<file path="src/rtl/enc_pkg.sv">
`default_nettype none
// ============================================================================
//  Module  : enc_pkg
//  Purpose : Shared definitions for the encoder emulator: default geometry,
//            quadrature state encoding (state value == {A,B}) and the
//            per-RPM phase-increment computation.
//  Ports   : none (package)
//  Rev     : 1.0  initial release
// ============================================================================
package enc_pkg;

  localparam int PPR_DEF   = 256;  // ticks per revolution
  localparam int RPM_W_DEF = 11;   // rpm command / readback width

  // Each state value is the {A,B} output pair, so the outputs are just the
  // state register bits.
  typedef enum logic [1:0] {
    S0 = 2'b00,
    S1 = 2'b01,
    S2 = 2'b11,
    S3 = 2'b10
  } quad_state_t;

  // K = round(ppr * 2**acc_w / (60 * clk_hz)), the phase increment per RPM.
  function automatic longint unsigned calc_k(
    input longint unsigned clk_hz,
    input longint unsigned ppr,
    input int unsigned     acc_w
  );
    longint unsigned num;
    longint unsigned den;
    num = ppr << acc_w;
    den = 60 * clk_hz;
    return (num + (den >> 1)) / den;
  endfunction

endpackage
`default_nettype wire

</file>
<file path="src/rtl/enc_quad_fsm.sv">
`default_nettype none
// ============================================================================
//  Module  : enc_quad_fsm
//  Purpose : Quadrature A/B generator and shaft position tracker. Advances one
//            quadrature state and one position count per step, direction
//            selected by dir. Outputs are registered and change on the same
//            clock edge that the parent registers its tick pulse.
//  Ports   : clk    in  system clock
//            rst    in  asynchronous reset, active-high
//            step   in  advance one count this clock
//            dir    in  0 = forward (S0->S1->S2->S3), 1 = reverse
//            quad_a out quadrature channel A
//            quad_b out quadrature channel B
//            index  out high while position == 0 (refreshed on each step)
//  Rev     : 1.0  initial release
// ============================================================================
module enc_quad_fsm
  import enc_pkg::*;
#(
  parameter int PPR = PPR_DEF
) (
  input  logic clk,
  input  logic rst,
  input  logic step,
  input  logic dir,
  output logic quad_a,
  output logic quad_b,
  output logic index
);

  localparam int               POS_W    = (PPR > 1) ? $clog2(PPR) : 1;
  localparam logic [POS_W-1:0] POS_LAST = POS_W'(PPR - 1);

  quad_state_t      state;
  quad_state_t      state_next;
  logic [POS_W-1:0] pos;
  logic [POS_W-1:0] pos_next;

  always_comb begin
    state_next = state;
    pos_next   = pos;
    if (step) begin
      if (!dir) begin
        case (state)
          S0:      state_next = S1;
          S1:      state_next = S2;
          S2:      state_next = S3;
          default: state_next = S0;
        endcase
        pos_next = (pos == POS_LAST) ? '0 : pos + 1'b1;
      end else begin
        case (state)
          S0:      state_next = S3;
          S3:      state_next = S2;
          S2:      state_next = S1;
          default: state_next = S0;
        endcase
        pos_next = (pos == '0) ? POS_LAST : pos - 1'b1;
      end
    end
  end

  always_ff @(posedge clk or posedge rst) begin
    if (rst) begin
      state <= S0;
      pos   <= '0;
      index <= 1'b0;
    end else begin
      state <= state_next;
      pos   <= pos_next;
      // Index only refreshes with a step so it holds while frozen.
      if (step) begin
        index <= (pos_next == '0);
      end
    end
  end

  assign quad_a = state[1];
  assign quad_b = state[0];

endmodule
`default_nettype wire

</file>
<file path="src/rtl/enc_tick_gen.sv">
`default_nettype none
// ============================================================================
//  Module  : enc_tick_gen
//  Purpose : Encoder emulator. Converts a commanded speed in RPM into encoder
//            tick pulses, quadrature A/B, an index pulse and a free-running
//            measurement-window gate strobe every CLK_HZ clocks.
//  Ports   : clk      in  system clock, rising edge
//            rst      in  asynchronous reset, active-high
//            enable   in  1 = run, 0 = freeze accumulator and outputs
//            dir      in  0 = forward, 1 = reverse
//            rpm_cmd  in  commanded speed (RPM_W bits)
//            rpm_load in  1-clk strobe latching rpm_cmd
//            rpm_cur  out applied (clamped) speed
//            tick     out 1-clk pulse per encoder count
//            quad_a   out quadrature channel A
//            quad_b   out quadrature channel B
//            index    out high while position == 0
//            gate     out 1-clk pulse every CLK_HZ clocks
//  Rev     : 1.0  initial release
// ============================================================================
module enc_tick_gen
  import enc_pkg::*;
#(
  parameter int CLK_HZ  = 50_000_000,
  parameter int PPR     = PPR_DEF,
  parameter int RPM_W   = RPM_W_DEF,
  parameter int RPM_MAX = 2047,
  parameter int ACC_W   = 36
) (
  input  logic             clk,
  input  logic             rst,
  input  logic             enable,
  input  logic             dir,
  input  logic [RPM_W-1:0] rpm_cmd,
  input  logic             rpm_load,
  output logic [RPM_W-1:0] rpm_cur,
  output logic             tick,
  output logic             quad_a,
  output logic             quad_b,
  output logic             index,
  output logic             gate
);

  localparam logic [ACC_W-1:0]  K         = ACC_W'(calc_k(CLK_HZ, PPR, ACC_W));
  localparam int                GATE_W    = (CLK_HZ > 1) ? $clog2(CLK_HZ) : 1;
  localparam logic [GATE_W-1:0] GATE_LAST = GATE_W'(CLK_HZ - 1);
  localparam logic [RPM_W-1:0]  RPM_CEIL  = RPM_W'(RPM_MAX);

  logic [RPM_W-1:0]  rpm_clamped;
  logic [ACC_W-1:0]  acc;
  logic [ACC_W-1:0]  inc;
  logic [ACC_W:0]    sum;
  logic              step;
  logic [GATE_W-1:0] gate_cnt;

  assign rpm_clamped = (rpm_cmd > RPM_CEIL) ? RPM_CEIL : rpm_cmd;

  // The carry out of the phase accumulator is the tick. inc stays below
  // 2**ACC_W for every legal rpm, so at most one carry per clock.
  assign sum  = {1'b0, acc} + {1'b0, inc};
  assign step = enable & sum[ACC_W];

  always_ff @(posedge clk or posedge rst) begin
    if (rst) begin
      rpm_cur  <= '0;
      inc      <= '0;
      acc      <= '0;
      tick     <= 1'b0;
      gate_cnt <= '0;
      gate     <= 1'b0;
    end else begin
      // Load is independent of enable; acc is kept so phase stays continuous.
      if (rpm_load) begin
        rpm_cur <= rpm_clamped;
        inc     <= ACC_W'(rpm_clamped) * K;
      end

      if (enable) begin
        acc  <= sum[ACC_W-1:0];
        tick <= sum[ACC_W];
      end else begin
        tick <= 1'b0;
      end

      // Measurement window runs regardless of enable.
      gate     <= (gate_cnt == GATE_LAST);
      gate_cnt <= (gate_cnt == GATE_LAST) ? '0 : gate_cnt + 1'b1;
    end
  end

  // The FSM registers A/B/index on the same edge that tick is registered.
  enc_quad_fsm #(
    .PPR (PPR)
  ) u_quad (
    .clk    (clk),
    .rst    (rst),
    .step   (step),
    .dir    (dir),
    .quad_a (quad_a),
    .quad_b (quad_b),
    .index  (index)
  );

endmodule
`default_nettype wire

</file>
<file path="config.mk">
export PLATFORM = sky130hd
export DESIGN_NAME = enc_tick_gen
export DESIGN_NICKNAME = d
export VERILOG_FILES = /design/src/rtl/enc_pkg.sv /design/src/rtl/enc_quad_fsm.sv /design/src/rtl/enc_tick_gen.sv
export SDC_FILE = /design/constraint.sdc
export NUM_CORES = 1
export LEC_CHECK = 0
export ABC_AREA = 1
export BUFFER_PORTS_ARGS = -buffer_cell sky130_fd_sc_hd__buf_2
export CORE_ASPECT_RATIO = 0.9
export CORE_MARGIN = 10
export CORE_UTILIZATION = 25
export DETAILED_ROUTE_END_ITERATION = 7
export PLACE_DENSITY = 0.43
export SYNTH_ARGS = -nofsm -noshare
export SYNTH_HDL_FRONTEND = slang
export SYNTH_SLANG_ARGS = --single-unit
</file>
<file path="constraint.sdc">
create_clock -name clk -period 11.1 [get_ports clk]
set_input_delay 2.775 -clock clk [delete_from_list [all_inputs] [get_ports clk]]
set_output_delay 2.775 -clock clk [all_outputs]
set_load 0.005 [all_outputs]
</file>
After elaboration in Yosys (flattened, before gate mapping):

Index checks and enable logic that the tools add are counted.

* register bits after elaboration: 107
* input port bits: 16
* output and inout bits: 16
* word-level logic and storage cells: 34

* $add $sub $neg: 4
* $mul: 1
* magnitude comparators: 1
* equality and inequality tests: 5
* mux-type cells: 10
* bitwise logic cells: 1
* reductions and logical operators: 3

Operators with widths (count)
* adder 36 x 24 -> 37 bit: 1
* two-way mux 8 bit: 4
* adder 26 x 1 -> 26 bit (second input constant): 1
* equality test 26 bit (second input constant): 1
* two-way mux 26 bit: 1
* multiplier 11 x 10 -> 21 bit (second input constant): 1
* zero test 8 bit: 2
* case mux 2 bit (3 select lines): 2
* greater-than comparator 11 bit (second input constant): 1
* two-way mux 11 bit: 1
* adder 8 x 1 -> 8 bit (second input constant): 1
* equality test 8 bit (second input constant): 1
* subtractor 8 x 1 -> 8 bit (second input constant): 1
* equality test 2 bit (second input constant): 2
* equality test 2 x 1 -> 1 bit (second input constant): 1
* zero test 2 bit: 1
* two-way mux 2 bit: 1
* AND 1 bit: 1
* two-way mux 1 bit: 1

Depth between registers and ports, before layout:

Gate-level depths: netlist of run 1.

* word-level depth: 5
* depth in mapped cells: 26

Modules after synthesis:

From an unflattened synthesis of run 1, not the netlist that was laid out.

* cell total of the unflattened synthesis: 1304
* area, all modules: 9331.4 µm²

Modules (own cells, without submodules)
* enc_tick_gen: times used 1, cells each 1145, area each 8295.5 µm², seq. area each 2277.2 µm²
* enc_quad_fsm: times used 1, cells each 159, area each 1036.0 µm², seq. area each 275.3 µm²

Least setup slack after synthesis of run 1:

No wires, ideal clock.

* path kind: input -> register
* start point: input port rpm_cmd[1]
* end point: register inc[20]
* library setup time: 82 ps
* arrival time: 7220 ps
* slack: 3798 ps
* cell stages on the path: 21
* path buffers: 0
* cells stage by stage: ha_1 nand2_1 nor3_1 nand3_1 a31oi_1 or2_2 ha_1 inv_1 fa_1 fa_1 fa_1 fa_1 inv_1 ha_1 a21oi_1 o21ai_0 nand2_1 nand3_1 a21o_1 or2_2 a31oi_1

* cells in the longest elaborated chain, start to end: 3

RTL lines
* start, declared: RTL line enc_tick_gen.sv:34 `input logic [RPM_W-1:0] rpm_cmd,`
* greater-than comparator 11 bit: RTL line enc_tick_gen.sv:56 `assign rpm_clamped = (rpm_cmd > RPM_CEIL) ? RPM_CEIL : rpm_cmd;`
* two-way mux 11 bit *: RTL line enc_tick_gen.sv:56
* named net rpm_clamped[1]: RTL line enc_tick_gen.sv:49 `logic [RPM_W-1:0] rpm_clamped;`
* multiplier 11 x 10 -> 21 bit *: RTL line enc_tick_gen.sv:75 `inc <= ACC_W'(rpm_clamped) * K;`
* end signal, assigned: RTL line enc_tick_gen.sv:75
* end, declared: RTL line enc_tick_gen.sv:51 `logic [ACC_W-1:0] inc;`

Mark *: on every way through the listed nets, which the timed path passes. The rest lies on a longest branch.
A chain may end at the register's enable or synchronous reset.

Worst setup path after layout of run 1:

* start point: input port rpm_cmd[10]
* end point: register inc[20]

* cells in the longest elaborated chain, start to end: 3

RTL lines (RTL line)
* greater-than comparator 11 bit: enc_tick_gen.sv:56
* two-way mux 11 bit: enc_tick_gen.sv:56
* named net rpm_clamped[1]: enc_tick_gen.sv:49
* multiplier 11 x 10 -> 21 bit: enc_tick_gen.sv:75

The timed path passes the listed nets, and every way through them passes these cells.

==> flow_summary.ini, run 1 <==
[power]
p_sw_frac = 0.476
p_int_mw = 1.22
static-leakage-power_nw = 4.89
power_frac_seq = 0.224
clockPowerShare = 0.158
pwr-share-comb = 0.617
p_sw_mw = 1.11
power_density_nw_per_um2 = 243
vdd.ir_drop.worst_v = 0.000106

[worst_setup_path]
slowest_stage = fa_1
path_delay_family = adder cells
max_stage_delay_ps = 520
r2r_cells = 15
crit_fanout = 6
crit_chain = buf_2 -> inv_1 -> nor4_1 -> nand3_1 -> a31oi_1 -> or2_2 -> ha_1 -> inv_1 -> fa_1 -> fa_1 -> fa_1 -> fa_1 -> inv_1 -> ha_1 -> a21oi_1 -> o21ai_0 -> nand2_1 -> nand3_1 -> a21o_1 -> or2_2 -> a31oi_1
critPathLaunchType = primary input
worstSetupEndpointType = register
crit_path_frequent_cell = fa_1
arrival_ps = 7740
critical_path_cell_count = 21
path_class = primary input to register
crit_required_ps = 11380
cp.buffers_inverters = 4

[routing]
wl_per_cell_um = 13.2
ant_nets = 0
drc = 0
vias = 6859
drtIter0Drc = 283
drt-total-wl_um = 21000
viasPerCell = 4.31
firstDrtPassIters = 4

[cts]
cts_setup_buffers = 0
cts_num_sinks = 102
cts_hold_buf = 0
clk_pin_slew_worst_paths_ps = 70
ctsRootBufferMaster = clkbuf_16
cts_tree = done
htree_levels = 3
cts_made_buffers = 9
clk_latency_ps = 350
cts-resized-gates = 0
max-clock-path-buffers = 2

[sta]
report.final.slew_viol_count = 0
fin_setup_tns_ps = 0
worst_pin_slew_ps = 924
rsz0062_at_grt = false
fin_ws_ps = 3640
timing.slew.headroom = 0.384
min_period_ps = 7460
finalCritPeriodShare = 0.672
finalHoldViolCount = 0
finalClockSkew_ps = 10.9
fmax_mhz = 134
finalSetupViolations = 0

[place]
dp_slack_ps = 3220
hpwl_um = 17000
place.gp.congestion = 0.837
numPortBuffers = 31

[die]
die-area_sq_um = 42500
rows = 64
die_height_um = 197
io_pins = 32
fp.coreArea_sq_um = 34100
start_util = 0.254
dieWidth_um = 216

[min_path]
hold_depth = 1
hold_path.class = register to register

[yosys]
yosysSeqAreaShare = 0.295
yosys_warnings = 0
async_reset_ff_frac = 1.00
synthTopCellsByArea = dfrtp_1 29%, ha_1 14%, nand2_1 11%, fa_1 8.8%, inv_1 7.5%
synth.most_common_cell = nand2_1
syn_inst = 1107
synth_top_area_frac = 0.295
synth_common_cells = 256 x nand2_1, 173 x inv_1, 102 x dfrtp_1, 94 x ha_1, 85 x nor2_1
syn_area_sq_um = 8660
synth.ff_latch_count = 102
synth_edf_count = 0
ys_types = 44
syn-num-nets = 1255
ys.flop_type = dfrtp_1
avgSynthCellArea_sq_um = 7.82
synth_top_area_cell = dfrtp_1

[status]
status = completed

[job]
timing.max_cap.violations = 0

[final_layout]
fin_nets = 1272
syn_to_final_growth_pct = 11.1
antennaDiodeCount = 0
layout-drive-gt1-share = 0.0912

[global_route]
grt_pass1_vias = 6962
grt-ovfl-total = 0
grt_max_degree = 70
grt_antenna_before_repair = 0
grt_first_pass_wirelength_um = 35900
grt_util_all_layers = 0.102
path summary, 6_finish.rpt:
kind / from / to / slack [ps]
max: rpm_cmd[10] / inc[20] / 3640
min reg2reg: gate_cnt[0] / gate_cnt[0] / 460
min in group asynchronous: rst / u_quad.pos[6] / 2430
max in group asynchronous: rst / inc[10] / 7380
max reg2reg: rpm_cur[0] / acc[23] / 8560
min: gate_cnt[0] / gate_cnt[0] / 460
cells in the final DEF (no fill, tap or decap), types with 2 or more instances in the layout:
| cell type | synthesis | final |
|---|---|---|
| a21o_1 | 4 | 4 |
| a21oi_1 | 50 | 50 |
| a21oi_2 | 2 | 2 |
| a31oi_1 | 14 | 14 |
| and3_1 | 2 | 2 |
| buf_2 | 4 | 31 |
| buf_4 | 2 | 2 |
| bufinv_16 | 0 | 3 |
| clkbuf_16 | 0 | 9 |
| clkinv_2 | 0 | 2 |
| dfrtp_1 | 102 | 102 |
| fa_1 | 38 | 38 |
| ha_1 | 94 | 94 |
| inv_1 | 173 | 172 |
| inv_2 | 8 | 8 |
| nand2_1 | 256 | 256 |
| nand2_2 | 13 | 13 |
| nand3_1 | 44 | 44 |
| nand3_2 | 5 | 5 |
| nand3b_1 | 6 | 6 |
| nand4_1 | 13 | 13 |
| nor2_1 | 85 | 85 |
| nor2_2 | 5 | 5 |
| nor2_4 | 5 | 5 |
| nor3_1 | 11 | 11 |
| nor3_2 | 3 | 3 |
| nor4_1 | 7 | 7 |
| o21ai_0 | 50 | 50 |
| o21ai_1 | 9 | 9 |
| o21bai_1 | 8 | 8 |
| o31ai_1 | 2 | 2 |
| or2_2 | 8 | 8 |
| xnor2_1 | 24 | 24 |
| xor2_1 | 28 | 28 |
final cells by class:
cell class | instances | area [sq um]
clock inverter | 6 | 109
sequential | 102 | 2550
tap | 462 | 578
fill | 3782 | 24500
multi-input combinational | 796 | 5300
inverter | 182 | 686
timing repair buffer | 33 | 170
clock buffer | 10 | 229
power by group through the flow:
stage,clock [mW],sequential [mW],combinational [mW]
floorplan,0,0.508,1.13
global placement,0,0.531,1.45
detailed placement,0,0.531,1.45
CTS,0.384,0.525,1.46
global route,0.398,0.535,1.67
finish,0.370,0.524,1.44
state kept, by name, summed over array words and instances (netlist names):
| register | flops |
|---|---|
| acc | 33 |
| gate_cnt | 26 |
| inc | 19 |
| rpm_cur | 11 |
| u_quad.pos | 8 |
| u_quad.state | 2 |
| gate | 1 |
| tick | 1 |
| u_quad.index | 1 |
metrics by stage:
stage / total power, mW / hold WS, ps / utilization / std cells / area (sq um)
finish: 2.33 / 462 / 0.282 / 1591 / 9620
global route: 2.60 / 484 / 0.282 / 1591 / 9620
CTS: 2.37 / 466 / 0.282 / 1591 / 9620
detailed placement: 1.98 / 456 / 0.272 / 1575 / 9280
global placement: 1.98 / 453 / 0.272 / 1575 / 9280
floorplan: 1.64 / 433 / - / 1107 / 8660
routing by layer:
layer / global-route usage / wire length [um] / vias to the layer above / share of wire
met2: 0.161 / 9500 / 56 / 0.45
met4: 0.0220 / 184 / 0 / 0.0087
met1: 0.143 / 11000 / 3221 / 0.52
met5: 0 / 0 / - / 0
li1: - / - / 3569 / -
met3: 0.0144 / 403 / 13 / 0.019
kinds of logic after synthesis:
group | count (synthesis) | synth area share
buffers and inverters | 209 | 0.0934
xor gates and xnor gates | 52 | 0.0526
adders and majority gates | 132 | 0.224
DFF | 102 | 0.295
and+or+nand+nor | 468 | 0.243
AOI/OAI and AO/OA | 144 | 0.0922
Note: power is estimated with default switching activity, not from simulation.
==> run 2, diff against run 1 <==
- ABC_AREA: 1 -> 0
- clock period: 11.1 -> 7.05 ns (I/O delays scaled with it)
==> run 2 against run 1 <==
  * Routed wire length fell by 16%
  * Non-clock buffer count unchanged
  * Sequential power grew 58%
  * Area after synthesis fell by 4.8%
  * Register-to-register slack got worse by 4400 ps
  * Cell count is 21% lower
  * Clock power is 48% higher
  * Critical endpoint is now inc[17]
  * Largest cell class unchanged
==> flow_summary.ini, run 2 <==
[die]
die-area_sq_um = 40600
dieWidth_um = 211
io_pins = 32
rows = 62
die_height_um = 192
fp.coreArea_sq_um = 32200
start_util = 0.256

[global_route]
grt-ovfl-total = 0
grt_pass1_vias = 5936
grt_max_degree = 75
grtUsageMet3 = 0.0161
grt_antenna_before_repair = 0
grt_util_all_layers = 0.0929
grt_busiest_layer = met2
grt_use_met1 = 0.130
use_met2 = 0.143
grt_first_pass_wirelength_um = 30700

[worst_setup_path]
path_class = primary input to register
path_delay_family = adder cells
worstSetupEndpointType = register
slowest_stage = fa_1
crit_required_ps = 7300
cp.buffers_inverters = 5
crit_chain = buf_2 -> ha_1 -> nand4_1 -> nor3_1 -> or2_2 -> ha_1 -> inv_1 -> fa_1 -> inv_1 -> fa_1 -> fa_1 -> inv_1 -> fa_1 -> inv_1 -> ha_1 -> a21oi_1 -> o21ai_0 -> a31o_2 -> a21o_1 -> a31oi_1 -> xnor2_1 -> mux2_2
crit_fanout = 4
max_stage_delay_ps = 540
arrival_ps = 6760
critPathLaunchType = primary input

[cts]
cts_tree = done
max-clock-path-buffers = 2
cts_made_buffers = 9
cts_setup_buffers = 0
clk_latency_ps = 360
htree_levels = 3
cts_hold_buf = 0
ctsRootBufferMaster = clkbuf_16
cts_num_sinks = 102
cts-resized-gates = 0
clk_pin_slew_worst_paths_ps = 80

[sta]
worst_pin_slew_ps = 991
finalCritPeriodShare = 0.924
fin_setup_tns_ps = 0
min_period_ps = 6520
rsz0062_at_grt = false
finalHoldViolCount = 0
finalSetupViolations = 0
fmax_mhz = 153
finalClockSkew_ps = 7.67
report.final.slew_viol_count = 0
timing.slew.headroom = 0.339

[yosys]
synth_edf_count = 0
syn_inst = 818
yosysSeqAreaShare = 0.310
synth_top_area_cell = dfrtp_1
synth.most_common_cell = dfrtp_1
ys.flop_type = dfrtp_1
synth_common_cells = 102 x dfrtp_1, 94 x ha_1, 88 x inv_1
syn-num-nets = 966
syn_area_sq_um = 8240
synth_top_area_frac = 0.310
synth.ff_latch_count = 102
async_reset_ff_frac = 1.00
ys_types = 81
avgSynthCellArea_sq_um = 10.1
yosys_warnings = 0
synthTopCellsByArea = dfrtp_1 31%, ha_1 14%, fa_1 9.2%, mux2_2 5.2%, xnor2_1 4.1%

[status]
status = completed

[job]
timing.max_cap.violations = 0

[power]
static-leakage-power_nw = 4.28
total_power_mw = 3.66
power_density_nw_per_um2 = 402
vdd.ir_drop.worst_v = 0.000145

[routing]
wl_per_cell_um = 14.1
drtIter0Drc = 256
drt-total-wl_um = 17700
viasPerCell = 4.50
ant_nets = 0
firstDrtPassIters = 4
vias = 5642
drc = 0

[final_layout]
largest-register = acc
syn_to_final_growth_pct = 10.4
fin_cells = 1254
layout-drive-gt1-share = 0.146
final_cell_mix = 102 x dfrtp_1, 94 x ha_1, 87 x inv_1
fin_nets = 981
antennaDiodeCount = 0
largest_reg_flops = 33
reg.largest.list = acc (33), gate_cnt (26), inc (19)
layout_commonest_cell = dfrtp_1

[min_path]
hold_path.class = register to register

[place]
hpwl_um = 13300
place.gp.congestion = 0.802
dp_cells = 1238
numPortBuffers = 31
-- run 2: cell count changes in the layout (fill, tap and decap cells not counted), sizes merged, moves of 23 or more --
cell | previous run | this run
inv | 182 | 90
mux2 | 0 | 39
nand2 | 270 | 45
nand3 | 50 | 27
nor2 | 95 | 45
o21ai | 59 | 31
-- run 2: kinds of logic after synthesis --
family	count (synthesis)	synth area share
AOI/OAI and AO/OA	159	0.138
xor gates and xnor gates	72	0.0774
adders and majority gates	132	0.235
buffers and inverters	117	0.0591
DFF	102	0.310
muxes	40	0.0550
and+or+nand+nor	196	0.126
-- run 2: metrics by stage --
step                      hold WS [ps]  worst slack (ps)  area [sq um]  utilization
final                              467               535          9090        0.282
after global routing               487               113          9090        0.282
after CTS                          472               538          9090        0.282
after detailed placement           457               160          8780        0.273
after global placement             455               239          8780        0.273
after floorplan                    433               615          8240            -
-- run 2: path summary, 6_finish.rpt --
check	start	depth (start not counted)	end	slack [ps]
worst max-delay path	rpm_cmd[1]	22	inc[17]	530
worst min-delay path	acc[35]	1	acc[35]	470
worst max register to register	acc[15]	7	u_quad.pos[3]	4130
worst min register to register	acc[35]	1	acc[35]	470
max in group asynchronous	rst	3	acc[6]	4470
min in group asynchronous	rst	2	acc[32]	1640
-- run 2: power by group --
group | internal [mW] | total [mW] | switching, mW
clock network | 0.285 | 0.547 | 0.262
registers | 0.734 | 0.826 | 0.0917
logic | 1.06 | 2.29 | 1.23
total | 2.08 | 3.66 | 1.58
-- run 2: layout make-up --
class / instances / area [sq um]
fill: 3366 / 23100
tap: 416 / 520
timing repair buffer: 33 / 170
clock buffer: 9 / 225
multi-input combinational: 599 / 5200
inverter: 88 / 333
sequential: 102 / 2550
clock inverter: 7 / 92.6
-- run 2: worst reg2reg max path, delay by kind of cell (launching register included) --
kind	cells	cell delay (ps)
muxes	1	420
adders and majority gates	1	400
AOI/OAI and AO/OA	5	1620
DFF	1	380
-- run 2: routing by layer --
metal	wire length [um]	share of wire	vias to the layer above
met3	247	0.014	12
met1	9520	0.54	2720
li1	-	-	2883
met5	0	0	-
met2	7680	0.43	27
met4	229	0.013	0
==> run 3, diff against run 2 <==
- ABC_AREA: 0 -> 1
==> run 3 against run 2 <==
  * Register-to-register slack better by 410 ps
  * Critical path depth down 1
  * Die area up 4.6%
  * Critical endpoint is now inc[20]
  * Largest cell class unchanged
  * Highest routed layer unchanged
==> flow_summary.ini, run 3 (synthesized netlist as in run 1, its figures left out) <==
[sta]
finalCritPeriodShare = 0.897
min_period_ps = 6320
rsz0062_at_grt = false
worst_pin_slew_ps = 1010
report.final.slew_viol_count = 0
finalClockSkew_ps = 9.58
fmax_mhz = 158
timing.slew.headroom = 0.323
fin_setup_tns_ps = 0
fin_ws_ps = 726
finalSetupViolations = 0
finalHoldViolCount = 0

[global_route]
grt_antenna_before_repair = 0
grt_busiest_layer = met2
grt_first_pass_wirelength_um = 35300
grt_use_met1 = 0.144
grt_max_degree = 56
grt_pass1_vias = 6833
grtUsageMet3 = 0.0165
grt-ovfl-total = 0
use_met2 = 0.156
grt_util_all_layers = 0.101

[worst_setup_path]
critPathLaunchType = primary input
max_stage_delay_ps = 520
crit_fanout = 6
slowest_stage = fa_1
crit_chain = buf_2 -> inv_1 -> nor4_1 -> nand3_1 -> a31oi_1 -> or2_2 -> ha_1 -> inv_1 -> fa_1 -> fa_1 -> fa_1 -> fa_1 -> inv_1 -> ha_1 -> a21oi_1 -> o21ai_0 -> nand2_1 -> nand3_1 -> a21o_1 -> or2_2 -> a31oi_1
crit_path_frequent_cell = fa_1
arrival_ps = 6610
crit_required_ps = 7330
cp.buffers_inverters = 4
path_class = primary input to register
path_delay_family = adder cells
worstSetupEndpointType = register

[cts]
max-clock-path-buffers = 2
cts-resized-gates = 0
cts_tree = done
clk_pin_slew_worst_paths_ps = 80
cts_num_sinks = 102
ctsRootBufferMaster = clkbuf_16
htree_levels = 3
clk_latency_ps = 360
cts_hold_buf = 0
cts_made_buffers = 9
cts_setup_buffers = 0

[final_layout]
layout-drive-gt1-share = 0.0928
syn_to_final_growth_pct = 11.0
final_cell_mix = 256 x nand2_1, 172 x inv_1, 102 x dfrtp_1
post-route-util = 0.282
largest_reg_flops = 33
finalInstanceArea_sq_um = 9610
largest-register = acc
antennaDiodeCount = 0
fillerInstances = 3797
fin_nets = 1274
reg.largest.list = acc (33), gate_cnt (26), inc (19)
layout_commonest_cell = nand2_1

[die]
die-area_sq_um = 42500
start_util = 0.254
rows = 64
dieWidth_um = 216
die_height_um = 197
fp.coreArea_sq_um = 34100
io_pins = 32

[power]
vdd.ir_drop.worst_v = 0.000143
static-leakage-power_nw = 4.89
power_density_nw_per_um2 = 378
p_int_mw = 1.88
p_sw_frac = 0.483
power_frac_seq = 0.227
p_sw_mw = 1.75
clockPowerShare = 0.151
pwr-share-comb = 0.621

[place]
hpwl_um = 16700
numPortBuffers = 31
place_area_sq_um = 9300
dp_slack_ps = 318
place.gp.congestion = 0.817

[routing]
drtIter0Drc = 381
viasPerCell = 4.31
drt-total-wl_um = 20900
firstDrtPassIters = 5
wl_per_cell_um = 13.1
vias = 6863
drc = 0
ant_nets = 0

[job]
timing.max_cap.violations = 0

[status]
status = completed

[min_path]
hold_path.class = register to register
## run 3: cell types whose count changed in the layout (fill, tap and decap cells not counted), sizes merged, moves of 6 or more
| cell | delta |
|---|---|
| nand3 | +23 |
| inv | +94 |
| xnor2 | -15 |
| and3 | -13 |
| nand3b | +6 |
| a211oi | -8 |
| mux2 | -39 |
| a31oi | +7 |
| nand2b | -9 |
| o21ai | +28 |
| a21o | -16 |
| a21oi | +8 |
| nand2 | +225 |
| nor2 | +50 |
## run 3: per-stage QoR
step                      hold slack (ps)  power, mW  instances
after floorplan                       433       2.58       1107
after global placement                453       3.12       1577
after detailed placement              457       3.11       1577
after CTS                             468       3.69       1593
after global routing                  483       4.06       1593
final                                 465       3.63       1593
## run 3: path summary, 6_finish.rpt
check                            start               to  slack (ps)  cells after the start
setup / recovery            rpm_cmd[9]          inc[20]         730                     21
hold / removal             gate_cnt[0]      gate_cnt[0]         460                      1
setup reg to reg            rpm_cur[0]          acc[23]        4540                     15
hold reg to reg            gate_cnt[0]      gate_cnt[0]         460                      1
max in group asynchronous          rst       rpm_cur[6]        4370                      3
min in group asynchronous          rst  u_quad.state[1]        1490                      2
## run 3: metal layers
| metal | part of all wire | up-vias |
|---|---|---|
| met4 | 0.0076 | 0 |
| met2 | 0.44 | 56 |
| met3 | 0.022 | 10 |
| met1 | 0.53 | 3231 |
| met5 | 0 | - |
| li1 | - | 3566 |
## run 3: power groups by stage
stage / Sequential (mW) / Clock, mW / Combinational, mW
after floorplan: 0.800 / 0 / 1.78
after global routing: 0.844 / 0.599 / 2.61
after detailed placement: 0.838 / 0 / 2.27
after CTS: 0.829 / 0.574 / 2.29
after global placement: 0.837 / 0 / 2.28
final: 0.826 / 0.550 / 2.26
## run 3: cell type report
type / count / area [sq um] / area share
multi-input cells: 796 / 5300 / 0.551
flip-flops and latches: 102 / 2550 / 0.266
inverters: 182 / 686 / 0.0713
well taps: 462 / 578 / 0.0601
clock buffers: 12 / 256 / 0.0267
repair buffers: 35 / 185 / 0.0193
clock inverters: 4 / 58.8 / 0.00612
